## src/rtl/mem_port_ctrl.sv

```systemverilog
// rtl/mem_port_ctrl.sv - cache-side initiator for the banked 128-bit main-memory port
//
// Purpose: latches block refill requests, buffers write-through stores in a
// WB_DEPTH-entry FIFO and sequences both onto the single-outstanding
// mem_read/mem_write/mem_ready handshake.
//
// Optional feature macro: MEMPORT_RAW_BYPASS_EN
//   defined   - a pending refill overtakes buffered stores unless a buffered
//               (or same-cycle) store hits the refill block, in which case the
//               FIFO is drained completely before the read.
//   undefined - the FIFO is always drained before a pending refill issues.
//
// Ports:
//   clk, rst                      clock, asynchronous active-high reset
//   refill_req/refill_addr        refill request pulse and byte address
//   refill_busy/done/data         refill pending, completion pulse, 128-bit block
//   wr_req/wr_addr/wr_data        store enqueue
//   wr_full, busy                 buffer full, controller activity
//   mem_read/mem_write/mem_addr/mem_wdata   memory request outputs
//   mem_block_rdata, mem_ready    memory return block and ready
module mem_port_ctrl #(
  parameter int WB_DEPTH = 4
) (
  input  logic         clk,
  input  logic         rst,
  input  logic         refill_req,
  input  logic [31:0]  refill_addr,
  output logic         refill_busy,
  output logic         refill_done,
  output logic [127:0] refill_data,
  input  logic         wr_req,
  input  logic [31:0]  wr_addr,
  input  logic [31:0]  wr_data,
  output logic         wr_full,
  output logic         busy,
  output logic         mem_read,
  output logic         mem_write,
  output logic [31:0]  mem_addr,
  output logic [31:0]  mem_wdata,
  input  logic [127:0] mem_block_rdata,
  input  logic         mem_ready
);

  localparam int PW = $clog2(WB_DEPTH);
  localparam logic [PW:0] FULL_CNT = (PW+1)'(WB_DEPTH);

  localparam logic [2:0] S_IDLE     = 3'd0;
  localparam logic [2:0] S_WR_ISSUE = 3'd1;
  localparam logic [2:0] S_WR_WAIT  = 3'd2;
  localparam logic [2:0] S_RD_ISSUE = 3'd3;
  localparam logic [2:0] S_RD_WAIT  = 3'd4;

  logic [2:0]    r_state;
  logic [PW-1:0] r_wr_ptr;
  logic [PW-1:0] r_rd_ptr;
  logic [PW:0]   r_count;
  logic [31:0]   r_fifo_addr [WB_DEPTH];
  logic [31:0]   r_fifo_data [WB_DEPTH];
  logic          r_pend;
  logic [31:0]   r_pend_addr;
  logic          r_mem_read;
  logic          r_mem_write;
  logic [31:0]   r_mem_addr;
  logic [31:0]   r_mem_wdata;
  logic          r_refill_done;
  logic [127:0]  r_refill_data;

  logic w_push;
  logic w_pop;
  logic w_match_fifo;
  logic w_match_push;
  logic w_read_ok;

  // Full is taken from the registered count, so a same-cycle pop never
  // makes room for a push.
  assign w_push = wr_req && (r_count != FULL_CNT);
  assign w_pop  = (r_state == S_WR_WAIT) && mem_ready;

  // Does any valid buffered store fall in the pending refill block?
  always_comb begin : match_scan
    logic [PW-1:0] idx;
    w_match_fifo = 1'b0;
    idx          = '0;
    for (int i = 0; i < WB_DEPTH; i++) begin
      idx = r_rd_ptr + PW'(i);
      if (((PW+1)'(i) < r_count) && (r_fifo_addr[idx][31:4] == r_pend_addr[31:4]))
        w_match_fifo = 1'b1;
    end
  end

  // A store entering the FIFO this cycle is not visible in the scan above
  // but must still hold the read back.
  assign w_match_push = w_push && (wr_addr[31:4] == r_pend_addr[31:4]);

`ifdef MEMPORT_RAW_BYPASS_EN
  // Once a hit is seen the whole FIFO drains, not just up to the hit entry.
  logic r_drain;

  always_ff @(posedge clk or posedge rst) begin
    if (rst)
      r_drain <= 1'b0;
    else if (r_count == '0)
      r_drain <= 1'b0;
    else if (r_pend && w_match_fifo)
      r_drain <= 1'b1;
  end

  assign w_read_ok = r_pend && !w_match_push &&
                     ((r_count == '0) || (!r_drain && !w_match_fifo));
`else
  assign w_read_ok = r_pend && !w_match_push && (r_count == '0);
`endif

  // Write buffer pointers and count
  always_ff @(posedge clk or posedge rst) begin
    if (rst) begin
      r_wr_ptr <= '0;
      r_rd_ptr <= '0;
      r_count  <= '0;
    end else begin
      if (w_push)
        r_wr_ptr <= r_wr_ptr + 1'b1;
      if (w_pop)
        r_rd_ptr <= r_rd_ptr + 1'b1;
      if (w_push && !w_pop)
        r_count <= r_count + 1'b1;
      else if (w_pop && !w_push)
        r_count <= r_count - 1'b1;
    end
  end

  // Entry storage needs no reset: validity comes from the pointers/count.
  always_ff @(posedge clk) begin
    if (w_push) begin
      r_fifo_addr[r_wr_ptr] <= wr_addr;
      r_fifo_data[r_wr_ptr] <= wr_data;
    end
  end

  // Refill latch; the flag stays set until the read completes.
  always_ff @(posedge clk or posedge rst) begin
    if (rst) begin
      r_pend      <= 1'b0;
      r_pend_addr <= '0;
    end else if ((r_state == S_RD_WAIT) && mem_ready) begin
      r_pend <= 1'b0;
    end else if (refill_req && !r_pend) begin
      r_pend      <= 1'b1;
      r_pend_addr <= refill_addr & 32'hFFFF_FFF0;
    end
  end

  // Memory sequencer
  always_ff @(posedge clk or posedge rst) begin
    if (rst) begin
      r_state       <= S_IDLE;
      r_mem_read    <= 1'b0;
      r_mem_write   <= 1'b0;
      r_mem_addr    <= '0;
      r_mem_wdata   <= '0;
      r_refill_done <= 1'b0;
      r_refill_data <= '0;
    end else begin
      r_refill_done <= 1'b0;
      case (r_state)
        S_IDLE: begin
          if (mem_ready) begin
            if (w_read_ok) begin
              r_mem_read <= 1'b1;
              r_mem_addr <= r_pend_addr;
              r_state    <= S_RD_ISSUE;
            end else if (r_count != '0) begin
              r_mem_write <= 1'b1;
              r_mem_addr  <= r_fifo_addr[r_rd_ptr];
              r_mem_wdata <= r_fifo_data[r_rd_ptr];
              r_state     <= S_WR_ISSUE;
            end
          end
        end
        // mem_ready seen during the issue cycle predates the request.
        S_WR_ISSUE: r_state <= S_WR_WAIT;
        S_RD_ISSUE: r_state <= S_RD_WAIT;
        S_WR_WAIT: begin
          if (mem_ready) begin
            r_mem_write <= 1'b0;
            r_state     <= S_IDLE;
          end
        end
        S_RD_WAIT: begin
          if (mem_ready) begin
            r_refill_data <= mem_block_rdata;
            r_refill_done <= 1'b1;
            r_mem_read    <= 1'b0;
            r_state       <= S_IDLE;
          end
        end
        default: begin
          r_mem_read  <= 1'b0;
          r_mem_write <= 1'b0;
          r_state     <= S_IDLE;
        end
      endcase
    end
  end

  assign mem_read    = r_mem_read;
  assign mem_write   = r_mem_write;
  assign mem_addr    = r_mem_addr;
  assign mem_wdata   = r_mem_wdata;
  assign refill_done = r_refill_done;
  assign refill_data = r_refill_data;
  assign refill_busy = r_pend;
  assign wr_full     = (r_count == FULL_CNT);
  assign busy        = (r_state != S_IDLE) || r_pend || (r_count != '0);

endmodule

```

## config.mk

```make
export PLATFORM = sky130hd
export DESIGN_NAME = mem_port_ctrl
export DESIGN_NICKNAME = d
export VERILOG_FILES = /design/src/rtl/mem_port_ctrl.sv
export SDC_FILE = /design/constraint.sdc
export NUM_CORES = 1
export LEC_CHECK = 0
export BUFFER_PORTS_ARGS = -buffer_cell sky130_fd_sc_hd__buf_2
export CORE_UTILIZATION = 55
export CTS_CLUSTER_DIAMETER = 50
export DETAILED_ROUTE_END_ITERATION = 6
export HOLD_SLACK_MARGIN = 0.15
export MAX_ROUTING_LAYER = met4
export PLACE_DENSITY = 0.78
export SLEW_MARGIN = 25
export SYNTH_ARGS = -nofsm -noshare
export SYNTH_HDL_FRONTEND = slang
export SYNTH_SLANG_ARGS = --single-unit
```

## constraint.sdc

```tcl
create_clock -name clk -period 11.6 [get_ports clk]
set_clock_uncertainty 0.15 [all_clocks]
set_input_delay 1.16 -clock clk [delete_from_list [all_inputs] [get_ports clk]]
set_output_delay 1.16 -clock clk [all_outputs]
set_load 0.02 [all_outputs]
```

==> flow_summary.toml <==
[pwr]
swShare = 0.352
switchingPower_w = 0.00229
p_int_w = 0.00422
leakage_nw = 9.59
p_clk_frac = 0.244
peakVddDrop_mv = 0.154
power_frac_comb = 0.333
power.density_mw_per_mm2 = 282
seqPwrFrac = 0.423

[worst_setup_path]
cp.required_ps = 10290
r2r_end = "mem_addr[14]$_DFFE_PP0P_"
cp-startpoint = "r_count[0]$_DFFE_PP0P_"
path_class = "reg2out"
cp-start-kind = "flop"
cp-end-kind = "output pin"
rr_startpoint = "r_count[2]$_DFFE_PP0P_"
endpoint = "busy"
cp.arrival_ps = 2030
critPathMaxFanout = 5
rrSetupSlack_ps = 8750
r2r_cells = 6

[drt]
num_vias = 11300
drt.antenna.violating_nets = 0
finalWirelength_um = 46200
drt_iter0_markers = 749
vias_per_cell = 5.54
wl_per_cell_um = 22.6
drc = 0
dr.pass1.iters = 5

[grt]
grt_overflow = 0
antenna_found_initial = 14
grt_pass1_wl_um = 68900
grt_pass1_vias = 11600
grt_max_degree = 100
grt.total_usage = 0.273

[timing]
timing.final.crit_share = 0.288
timing.fmax_mhz = 300
setup_viol = 0
rsz0062_at_grt = "false"
worst_pin_slew_ps = 1090
relSlewSlack = 0.275
setup_tns_ps = 0
finalCriticalPeriod_ps = 3340
slew_violations = 0
hold_viol = 0

[layout]
final_common_cell = "buf_2"
drive_above_1_share = 0.468
layoutNonFillerInstCount = 2046
layout_common_cells = "buf_2 (422), edfxtp_1 (256), dfrtp_1 (232)"
finalNetCount = 1776
area_delta_synth_final_pct = 22.6
fillCellCount = 2294

[floorplanning]
die_area_mm2 = 0.0349
die_y_um = 187
coreArea_mm2 = 0.0336
rows = 67
boundaryPins = 427
die_w_um = 187
start_util = 0.559

[cts]
cts.clk_slew.worst_paths_ps = 60
clock_latency_ps = 590
cts_hold_buf = 0
cts_root_buf = "clkbuf_16"
numCtsBuffers = 49
cts_tree = "built"
ctsResizeCount = 0
htreeDepth = 2
post_cts.repair.setup_buffers = 0
clockBufferDepth = 3
cts_sinks = 490

[synth]
synth_edf_count = 256
async_flop_share = 0.478
syn-instance-count = 1109
ys.flop_type = "edfxtp_1"
synthesis.nets = 1344
synth.distinct_cells = 40
ys_seq_elements = 490
seq_area_frac_synth = 0.720
syn_area_per_cell_um2 = 17.0
synth_area_mm2 = 0.0188
ys_warn_count = 0

[placed_design]
dp_cells = 1935
hpwl_um = 29000
routabilityCongestion = 0.846
port-buffer-count = 422

[min_path]
hold_class = "reg2reg"

[outcome]
status = "finished, final reports clean"

[job]
maxCapViolations = 0
-- cell type report --
class | count | area (um2) | share of cell area
Timing Repair Buffer | 433 | 2260 | 0.0980
Clock inverter | 24 | 267 | 0.0116
Antenna cell | 17 | 42.5 | 0.00185
Clock buffer | 67 | 1350 | 0.0587
Inverter | 39 | 154 | 0.00668
Tap cell | 448 | 561 | 0.0243
Sequential cell | 490 | 13600 | 0.588
Multi-Input combinational cell | 528 | 4860 | 0.211
-- registers in the layout, indices dropped and copies added (netlist names), 2 cells and up --
register     count
r_count          3
mem_wdata       32
refill_data    128
r_rd_ptr         2
r_state          3
mem_addr        32
r_fifo_addr    128
r_pend_addr     28
r_fifo_data    128
r_wr_ptr         2
-- worst min-delay path by stage --
stage                                   start                   endpoint  slack [ps]  cells past startpoint
floorplan              r_state[2]$_DFFE_PP0P_     r_state[1]$_DFFE_PP0P_         340                      1
global placement    mem_wdata[19]$_DFFE_PP0P_  mem_wdata[19]$_DFFE_PP0P_         310                      2
detailed placement  mem_wdata[22]$_DFFE_PP0P_  mem_wdata[22]$_DFFE_PP0P_         310                      2
CTS                 mem_wdata[19]$_DFFE_PP0P_  mem_wdata[19]$_DFFE_PP0P_         320                      2
global route         mem_wdata[6]$_DFFE_PP0P_   mem_wdata[6]$_DFFE_PP0P_         350                      2
finish               mem_wdata[4]$_DFFE_PP0P_   mem_wdata[4]$_DFFE_PP0P_         320                      2
-- power by group through the flow --
stage	combinational [W]	clock (W)	sequential [W]
4_1_cts	0.00218	0.00161	0.00276
5_1_grt	0.00231	0.00168	0.00282
2_1_floorplan	0.00107	0	0.00308
6_report	0.00217	0.00159	0.00276
3_5_place_dp	0.00216	0	0.00278
3_3_place_gp	0.00211	0	0.00275
-- kinds of logic (layout without fill, tap and decap cells) --
kind of cell             count (synthesis)  count (layout)  share of synthesized area
flip-flops                             490             490                      0.720
adder cells (fa/ha/maj)                  6               6                    0.00439
AO/OA/AOI/OAI                           67              67                     0.0283
XOR/XNOR                                34              34                     0.0158
buffers and inverters                   91             563                     0.0231
other                                    0              17                          0
multiplexers                           196             196                      0.156
AND/OR/NAND/NOR                        225             225                     0.0526
-- Yosys cell counts, types with 4 or more instances --
| master | instances | area share |
|---|---|---|
| buf_2 | 24 | 0.0064 |
| nand4_1 | 4 | 0.0013 |
| dfrtp_1 | 234 | 0.31 |
| nor3_1 | 29 | 0.0077 |
| clkbuf_1 | 21 | 0.0042 |
| o21ai_0 | 32 | 0.0085 |
| mux4_2 | 64 | 0.077 |
| xor2_1 | 14 | 0.0065 |
| a211oi_2 | 20 | 0.013 |
| nor2_1 | 35 | 0.0070 |
| inv_1 | 39 | 0.0078 |
| ha_1 | 5 | 0.0033 |
| and2_1 | 5 | 0.0017 |
| mux2_2 | 131 | 0.078 |
| xnor2_1 | 20 | 0.0093 |
| a211oi_1 | 8 | 0.0032 |
| edfxtp_1 | 256 | 0.41 |
| nand2_1 | 133 | 0.027 |
| buf_6 | 4 | 0.0024 |
-- routing by layer --
| metal | part of all wire | track usage | vias up |
|---|---|---|---|
| met4 | 0.050 | 0.144 | 0 |
| li1 | - | - | 4962 |
| met3 | 0.069 | 0.0583 | 106 |
| met1 | 0.39 | 0.344 | 5779 |
| met2 | 0.49 | 0.421 | 495 |
| met5 | 0 | - | - |
-- critical path, cell delays in order (launching register included) --
cell and delay (ps):
dfrtp_1 450, nor3_1 630, nand3_1 140, buf_2 210
-- through the flow --
| stage | setup slack (ps) | util | hold slack, ps | total power, W | area, um2 |
|---|---|---|---|---|---|
| 2_1_floorplan | 3870 | - | 343 | 0.00415 | 18800 |
| 3_3_place_gp | 7990 | 0.634 | 305 | 0.00486 | 21300 |
| 3_5_place_dp | 7970 | 0.634 | 307 | 0.00494 | 21300 |
| 4_1_cts | 8230 | 0.682 | 323 | 0.00654 | 22900 |
| 5_1_grt | 8080 | 0.685 | 348 | 0.00680 | 23000 |
| 6_report | 8260 | 0.686 | 318 | 0.00651 | 23000 |
Note: power is estimated with default switching activity, not from simulation.
